<file path="src/rtl/mips_pkg.sv">
// Shared MIPS definitions: ALU control codes, divider FSM states, word width.
// Used by the ALU decoder and the HI/LO multiply/divide unit.
package mips_pkg;

    localparam int WORD = 32;

    typedef enum logic [4:0] {
        ALU_NOP   = 5'h00,
        ALU_MULT  = 5'h10,
        ALU_MULTU = 5'h11,
        ALU_DIV   = 5'h12,
        ALU_DIVU  = 5'h13,
        ALU_MTHI  = 5'h14,
        ALU_MTLO  = 5'h15,
        ALU_MFHI  = 5'h16,
        ALU_MFLO  = 5'h17
    } alu_control_t;

    typedef enum logic [1:0] {
        S_IDLE = 2'd0,
        S_RUN  = 2'd1,
        S_FIX  = 2'd2
    } div_state_t;

endpackage

</file>
<file path="src/rtl/hilo_muldiv_unit_if.sv">
// Issue/result bundle between the execute datapath and the HI/LO unit.
// master = datapath side, slave = hilo_muldiv_unit.
interface hilo_muldiv_unit_if;
    import mips_pkg::*;

    logic            start;
    logic [4:0]      alu_control;
    logic            LO_write_enable;
    logic            HI_write_enable;
    logic [WORD-1:0] op_a;
    logic [WORD-1:0] op_b;
    logic            busy;
    logic            done;
    logic            div_by_zero;
    logic [WORD-1:0] hi;
    logic [WORD-1:0] lo;
    logic [WORD-1:0] mf_data;

    modport master (
        output start, alu_control, LO_write_enable, HI_write_enable,
        output op_a, op_b,
        input  busy, done, div_by_zero, hi, lo, mf_data
    );

    modport slave (
        input  start, alu_control, LO_write_enable, HI_write_enable,
        input  op_a, op_b,
        output busy, done, div_by_zero, hi, lo, mf_data
    );

endinterface

</file>
<file path="src/rtl/serial_divider.sv">
// Unsigned restoring divider, one quotient bit per clock.
// fin is high for the single FIX cycle in which quotient/remainder are final.
import mips_pkg::*;

module serial_divider #(
    parameter int STEPS = WORD
) (
    input  logic            clk,
    input  logic            rst_n,
    input  logic            start,
    input  logic [WORD-1:0] dividend,
    input  logic [WORD-1:0] divisor,
    output logic            busy,
    output logic            fin,
    output logic [WORD-1:0] quotient,
    output logic [WORD-1:0] remainder
);

    localparam int CW = $clog2(STEPS);
    localparam logic [CW-1:0] LAST = CW'(STEPS - 1);

    div_state_t      state;
    logic [CW-1:0]   cnt;
    logic [WORD-1:0] rem;
    logic [WORD-1:0] quo;
    logic [WORD-1:0] dvs;
    logic [WORD:0]   shifted;
    logic [WORD:0]   trial;
    logic            ge;

    // One restoring step: shift in the next dividend bit, try to subtract.
    always_comb begin
        shifted = {rem, quo[WORD-1]};
        trial   = shifted - {1'b0, dvs};
        ge      = ~trial[WORD];
    end

    // Divider FSM with registered busy/fin.
    always_ff @(posedge clk or negedge rst_n) begin
        if (!rst_n) begin
            state <= S_IDLE;
            cnt   <= '0;
            rem   <= '0;
            quo   <= '0;
            dvs   <= '0;
            busy  <= 1'b0;
            fin   <= 1'b0;
        end else begin
            unique case (state)
                S_IDLE: begin
                    if (start) begin
                        rem   <= '0;
                        quo   <= dividend;
                        dvs   <= divisor;
                        cnt   <= '0;
                        busy  <= 1'b1;
                        state <= S_RUN;
                    end
                end
                S_RUN: begin
                    rem <= ge ? trial[WORD-1:0] : shifted[WORD-1:0];
                    quo <= {quo[WORD-2:0], ge};
                    cnt <= cnt + 1'b1;
                    if (cnt == LAST) begin
                        fin   <= 1'b1;
                        state <= S_FIX;
                    end
                end
                S_FIX: begin
                    fin   <= 1'b0;
                    busy  <= 1'b0;
                    state <= S_IDLE;
                end
                default: state <= S_IDLE;
            endcase
        end
    end

    assign quotient  = quo;
    assign remainder = rem;

endmodule

</file>
<file path="src/rtl/hilo_muldiv_unit.sv">
// HI/LO register owner: single-cycle MULT/MULTU, iterative DIV/DIVU, MTHI/MTLO/MFHI/MFLO.
// Optional macro HILO_BYPASS_EN forwards an accepted MTHI/MTLO operand to hi/lo/mf_data in the same cycle.
import mips_pkg::*;

module hilo_muldiv_unit #(
    parameter int DIV_STEPS = WORD
) (
    input  logic              clk,
    input  logic              reset_n,
    hilo_muldiv_unit_if.slave bus
);

    alu_control_t      op;
    logic              busy;
    logic              fin;
    logic              accept;
    logic              is_div;
    logic              div_go;
    logic              a_neg;
    logic              b_neg;
    logic              q_neg;
    logic              r_neg;
    logic              done_q;
    logic              dbz_q;
    logic              byp_hi;
    logic              byp_lo;
    logic [WORD-1:0]   hi_q;
    logic [WORD-1:0]   lo_q;
    logic [WORD-1:0]   a_mag;
    logic [WORD-1:0]   b_mag;
    logic [WORD-1:0]   quo;
    logic [WORD-1:0]   rem;
    logic [WORD-1:0]   hi_out;
    logic [WORD-1:0]   lo_out;
    logic [2*WORD-1:0] ext_a;
    logic [2*WORD-1:0] ext_b;
    logic [2*WORD-1:0] prod;

    assign op     = alu_control_t'(bus.alu_control);
    assign accept = bus.start & ~busy
                  & (bus.LO_write_enable | bus.HI_write_enable);
    assign is_div = (op == ALU_DIV) || (op == ALU_DIVU);
    assign div_go = accept & is_div & (bus.op_b != '0);

    // Operand magnitudes for the unsigned core; raw values for DIVU.
    assign a_neg = (op == ALU_DIV) & bus.op_a[WORD-1];
    assign b_neg = (op == ALU_DIV) & bus.op_b[WORD-1];
    assign a_mag = a_neg ? -bus.op_a : bus.op_a;
    assign b_mag = b_neg ? -bus.op_b : bus.op_b;

    // Low 64 bits of the extended product are the exact 32x32 result.
    assign ext_a = {{WORD{(op == ALU_MULT) & bus.op_a[WORD-1]}}, bus.op_a};
    assign ext_b = {{WORD{(op == ALU_MULT) & bus.op_b[WORD-1]}}, bus.op_b};
    assign prod  = ext_a * ext_b;

    serial_divider #(
        .STEPS(DIV_STEPS)
    ) u_div (
        .clk       (clk),
        .rst_n     (reset_n),
        .start     (div_go),
        .dividend  (a_mag),
        .divisor   (b_mag),
        .busy      (busy),
        .fin       (fin),
        .quotient  (quo),
        .remainder (rem)
    );

    // HI/LO registers, result signs and completion pulses.
    always_ff @(posedge clk or negedge reset_n) begin
        if (!reset_n) begin
            hi_q   <= '0;
            lo_q   <= '0;
            q_neg  <= 1'b0;
            r_neg  <= 1'b0;
            done_q <= 1'b0;
            dbz_q  <= 1'b0;
        end else begin
            done_q <= 1'b0;
            dbz_q  <= 1'b0;
            if (fin) begin
                lo_q   <= q_neg ? -quo : quo;
                hi_q   <= r_neg ? -rem : rem;
                done_q <= 1'b1;
            end else if (accept) begin
                case (op)
                    ALU_MTHI: if (bus.HI_write_enable) hi_q <= bus.op_a;
                    ALU_MTLO: if (bus.LO_write_enable) lo_q <= bus.op_a;
                    ALU_MULT, ALU_MULTU: begin
                        hi_q   <= prod[2*WORD-1:WORD];
                        lo_q   <= prod[WORD-1:0];
                        done_q <= 1'b1;
                    end
                    ALU_DIV, ALU_DIVU: begin
                        if (bus.op_b == '0) begin
                            done_q <= 1'b1;
                            dbz_q  <= 1'b1;
                        end else begin
                            q_neg <= a_neg ^ b_neg;
                            r_neg <= a_neg;
                        end
                    end
                    default: ;
                endcase
            end
        end
    end

`ifdef HILO_BYPASS_EN
    assign byp_hi = bus.start & ~busy & bus.HI_write_enable
                  & (op == ALU_MTHI);
    assign byp_lo = bus.start & ~busy & bus.LO_write_enable
                  & (op == ALU_MTLO);
`else
    assign byp_hi = 1'b0;
    assign byp_lo = 1'b0;
`endif

    assign hi_out = byp_hi ? bus.op_a : hi_q;
    assign lo_out = byp_lo ? bus.op_a : lo_q;

    // Move-from read port.
    always_comb begin
        bus.mf_data = '0;
        if (op == ALU_MFHI) bus.mf_data = hi_out;
        else if (op == ALU_MFLO) bus.mf_data = lo_out;
    end

    assign bus.busy        = busy;
    assign bus.done        = done_q;
    assign bus.div_by_zero = dbz_q;
    assign bus.hi          = hi_out;
    assign bus.lo          = lo_out;

endmodule

</file>
<file path="src/flat_wrapper.sv">
// flat-port wrapper written by rule: the top's interface ports become plain ports
module hilo_muldiv_unit_flat 
#(
    parameter int DIV_STEPS = WORD
)
  (clk, reset_n, bus_start, bus_alu_control, bus_LO_write_enable, bus_HI_write_enable, bus_op_a, bus_op_b, bus_busy, bus_done, bus_div_by_zero, bus_hi, bus_lo, bus_mf_data);
  hilo_muldiv_unit_if bus_i ();
  input  logic clk;
  input  logic reset_n;
  input wire logic [$bits(bus_i.start)-1:0] bus_start;
  input wire logic [$bits(bus_i.alu_control)-1:0] bus_alu_control;
  input wire logic [$bits(bus_i.LO_write_enable)-1:0] bus_LO_write_enable;
  input wire logic [$bits(bus_i.HI_write_enable)-1:0] bus_HI_write_enable;
  input wire logic [$bits(bus_i.op_a)-1:0] bus_op_a;
  input wire logic [$bits(bus_i.op_b)-1:0] bus_op_b;
  output wire logic [$bits(bus_i.busy)-1:0] bus_busy;
  output wire logic [$bits(bus_i.done)-1:0] bus_done;
  output wire logic [$bits(bus_i.div_by_zero)-1:0] bus_div_by_zero;
  output wire logic [$bits(bus_i.hi)-1:0] bus_hi;
  output wire logic [$bits(bus_i.lo)-1:0] bus_lo;
  output wire logic [$bits(bus_i.mf_data)-1:0] bus_mf_data;
  assign bus_i.start = bus_start;
  assign bus_i.alu_control = bus_alu_control;
  assign bus_i.LO_write_enable = bus_LO_write_enable;
  assign bus_i.HI_write_enable = bus_HI_write_enable;
  assign bus_i.op_a = bus_op_a;
  assign bus_i.op_b = bus_op_b;
  assign bus_busy = bus_i.busy;
  assign bus_done = bus_i.done;
  assign bus_div_by_zero = bus_i.div_by_zero;
  assign bus_hi = bus_i.hi;
  assign bus_lo = bus_i.lo;
  assign bus_mf_data = bus_i.mf_data;
  hilo_muldiv_unit #(.DIV_STEPS(DIV_STEPS)) u_core (.clk(clk), .reset_n(reset_n), .bus(bus_i));
endmodule
</file>
<file path="config.mk">
export PLATFORM = sky130hd
export DESIGN_NAME = hilo_muldiv_unit_flat
export DESIGN_NICKNAME = d
export VERILOG_FILES = /design/src/rtl/mips_pkg.sv /design/src/rtl/hilo_muldiv_unit_if.sv /design/src/rtl/serial_divider.sv /design/src/rtl/hilo_muldiv_unit.sv /design/src/flat_wrapper.sv
export SDC_FILE = /design/constraint.sdc
export NUM_CORES = 2
export LEC_CHECK = 0
export BUFFER_PORTS_ARGS = -buffer_cell sky130_fd_sc_hd__buf_2
export CAP_MARGIN = 15
export CORE_MARGIN = 3
export CORE_UTILIZATION = 60
export CTS_CLUSTER_DIAMETER = 120
export DETAILED_ROUTE_END_ITERATION = 8
export PLACE_DENSITY = 0.8
export SETUP_SLACK_MARGIN = 0.1
export SKIP_LAST_GASP = 1
export SYNTH_ARGS = -nofsm -noshare
export SYNTH_HDL_FRONTEND = slang
export SYNTH_SLANG_ARGS = --single-unit
</file>
<file path="constraint.sdc">
create_clock -name clk -period 4.8 [get_ports clk]
set_input_delay 0.48 -clock clk [delete_from_list [all_inputs] [get_ports clk]]
set_output_delay 0.48 -clock clk [all_outputs]
set_load 0.05 [all_outputs]
</file>
==> metrics.txt <==
ratio of cells with drive above 1 in the final layout 22.0%; # placed instances 7325; number of instances in the synthesized netlist 5813; cell with the most instances on the worst path sky130_fd_sc_hd__fa_1; maximum root-to-sink buffer count 2; PortBufs 172; routed wire length between 150 and 200 mm; count of unique library cells instantiated by Yosys 88; remaining global-route overflow 0; CORE AREA 82900 µm²; asr flop ratio synth 100%; Maximum Capacitance Violations 0; DPL Wire Length 138 mm; syn_nets between 7000 and 8000; wire length per cell after detailed routing between 20 and 25 µm; Post-synth EDFFs 0; cell with the most instances after synthesis sky130_fd_sc_hd__inv_1; I/O pin total 173; Site Rows 105; TritonCTS clock tree done; minimum hold slack between 0.1 and 0.15 ns; arrival time at the worst endpoint 8.32 ns; min-delay worst type input pin to asynchronous set/reset pin; global-route wire length before repair about 270 mm; Synth Area per Inst 8.72 µm²; largest net degree at the start of global routing 94; total track usage 40.8%; Synthesis Warnings 0; sequential cell area fraction in the yosys report 8.54%; violated checks DRC, setup timing; worst-path maximum fanout 9; Root Buffer Master sky130_fd_sc_hd__clkbuf_16; initial antenna violation count 18; die outline width ~300 µm; crit path time final roughly 8 ns; number of global-route vias before repair 48800; final hold viol count 0; critical setup path kind input pin to flop; final net count 7804; Max-slew headroom 19.4%; slowest cell on the critical path sky130_fd_sc_hd__fa_1; final clock period utilization by the worst path 167%; cts bufs inserted 17; maximum clock skew at final layout 0.0111 ns; library cell with the largest summed area after synthesis sky130_fd_sc_hd__fa_1; total die area between 80000 and 90000 µm²; Worst Max-Slew Pin Slew ~1.2 ns; required time at the worst-slack endpoint about 5.1 ns; vias per cell 6.08; Area Overhead vs Synth 21.8%; total vias in the final route 45600; number of levels the H-tree was split into 4; remaining number of nets flagged by the antenna check after routing 0; CP max stage delay approximately 0.55 ns; RSZ-0062 raised after global routing yes; nature of the critical path startpoint input pin; height of the die ~300 µm; upper clock frequency limit 124 MHz; # clock sinks 173; count of routing violations after the opening detailed-route iteration between 4000 and 5000; DR DRC count 4; kind of end point of the critical path flop; most area-consuming cells after synthesis sky130_fd_sc_hd__fa_1, sky130_fd_sc_hd__inv_1, sky130_fd_sc_hd__dfrtp_1, sky130_fd_sc_hd__nand2_1, sky130_fd_sc_hd__ha_1; Worst-path clk slew 0.07 ns; share of the synthesized area in the top cell type 44.5%; final cell count without fillers 7501; max-slew violations 0; clock latency reported for the late side of the worst-skew pair between 0.4 and 0.5 ns; final setup vio count 56; Yosys reg bits 173; GPL Wtd Cong 0.985; netlist area before placement 50700 µm²; number of detailed-routing iterations run before antenna repair 9; starting density of the core 61.1%; most frequent cells after synthesis sky130_fd_sc_hd__inv_1, sky130_fd_sc_hd__fa_1, sky130_fd_sc_hd__nand2_1; dominant register cell in the synthesized netlist sky130_fd_sc_hd__dfrtp_1; outcome finished, violations left; min setup slack post-route -3.24 ns
[placed cells by master (no fill, tap or decap), types with 27 or more instances in the layout]
cell type / n
sky130_fd_sc_hd__mux2i_1: 57
sky130_fd_sc_hd__inv_1: 1133
sky130_fd_sc_hd__buf_12: 59
sky130_fd_sc_hd__a21o_1: 47
sky130_fd_sc_hd__fa_2: 59
sky130_fd_sc_hd__a21oi_2: 27
sky130_fd_sc_hd__o21ai_1: 37
sky130_fd_sc_hd__ha_1: 180
sky130_fd_sc_hd__o21ai_0: 152
sky130_fd_sc_hd__buf_6: 100
sky130_fd_sc_hd__ha_4: 70
sky130_fd_sc_hd__a21oi_1: 157
sky130_fd_sc_hd__nor2_1: 184
sky130_fd_sc_hd__fa_1: 1067
sky130_fd_sc_hd__buf_4: 586
sky130_fd_sc_hd__and2_4: 34
sky130_fd_sc_hd__inv_2: 57
sky130_fd_sc_hd__xnor2_1: 105
sky130_fd_sc_hd__nand2_1: 922
sky130_fd_sc_hd__o31ai_1: 28
sky130_fd_sc_hd__buf_2: 122
sky130_fd_sc_hd__nand3_1: 51
sky130_fd_sc_hd__xor2_1: 78
sky130_fd_sc_hd__and2_1: 288
sky130_fd_sc_hd__dfrtp_1: 172
[sequential cells by signal, indices dropped and copies added (netlist names)]
signal	flops
u_core.u_div.remainder	32
u_core.bus.lo	32
u_core.bus.hi	32
u_core.u_div.quotient	32
u_core.q_neg	1
u_core.r_neg	1
u_core.u_div.fin	1
u_core.u_div.cnt	5
u_core.bus.done	1
u_core.u_div.state	2
u_core.u_div.dvs	32
u_core.u_div.busy	1
u_core.bus.div_by_zero	1
[what timing repair did]
item	in CTS	in global routing
resized for setup	485	150
hold buffers	0	0
endpoints found under the hold margin	0	0
buffers inserted	92	38
pin swaps	294	151
gates cloned	7	3
endpoints found under the setup margin	58	60
[worst max-delay path: cells and delay by family]
kind / cells / cell delay [ns]
mux: 1 / 0.35
fa+ha+maj: 9 / 4.21
buf+inv: 10 / 1.01
compound gates: 4 / 0.69
simple gates: 8 / 1.55
[final cells by class]
class	count	area, µm²
well taps	1123	1410
clock buffers	19	443
multi-input cells	4067	42900
repair buffers	898	7960
fillers	5388	21200
flip-flops and latches	173	4330
diodes	11	27.5
clock inverters	13	140
inverters	1197	4510
[routing by layer]
layer	routed length, µm	global-route usage [%]	vias up
met3	23100	11.5	1095
met5	61	0	-
met4	17000	28.4	10
li1	-	-	18600
met1	59800	48.2	22600
met2	81700	65.1	3217
[logic make-up after synthesis]
logic type	Yosys count	share of synthesized area [%]
AND/OR/NAND/NOR	1710	15.4
buffers and inverters	1573	11.7
adder cells (fa/ha/maj)	1376	50.7
AO/OA/AOI/OAI	711	8.86
XOR/XNOR	212	3.68
flip-flops	173	8.54
multiplexers	58	1.15
[worst paths after layout]
check	cells past startpoint	start	end	slack, ns
worst min-delay path	1	reset_n	u_core.bus.hi[2]$_DFFE_PN0P_	0.11
worst max-delay path	32	bus_alu_control[3]	u_core.bus.hi[31]$_DFFE_PN0P_	-3.24
min in group clk	2	u_core.u_div.dvs[4]$_DFFE_PN0P_	u_core.u_div.dvs[4]$_DFFE_PN0P_	0.48
worst max register to register	15	u_core.u_div.quotient[31]$_DFFE_PN0P_	u_core.u_div.remainder[4]$_DFFE_PN0P_	0.24
max in group asynchronous	2	reset_n	u_core.u_div.remainder[29]$_DFFE_PN0P_	3.52
worst min register to register	2	u_core.u_div.dvs[4]$_DFFE_PN0P_	u_core.u_div.dvs[4]$_DFFE_PN0P_	0.48
[metrics by stage]
stage          instance area [µm²]  utilization [%]  setup slack, ns  TNS (ns)
2_1_floorplan                52300                -            -3.35   -119.58
3_3_place_gp                 57100             68.8            -3.72   -166.20
3_5_place_dp                 57100             68.8            -3.92   -172.03
4_1_cts                      60700             73.2            -3.13   -127.87
5_1_grt                      61700             74.4            -3.45   -141.80
6_report                     61700             74.4            -3.24   -133.64
Power is left out: the tool's default activity adds up to more than one toggle a clock period on the data nets, which glitch-free logic cannot reach.
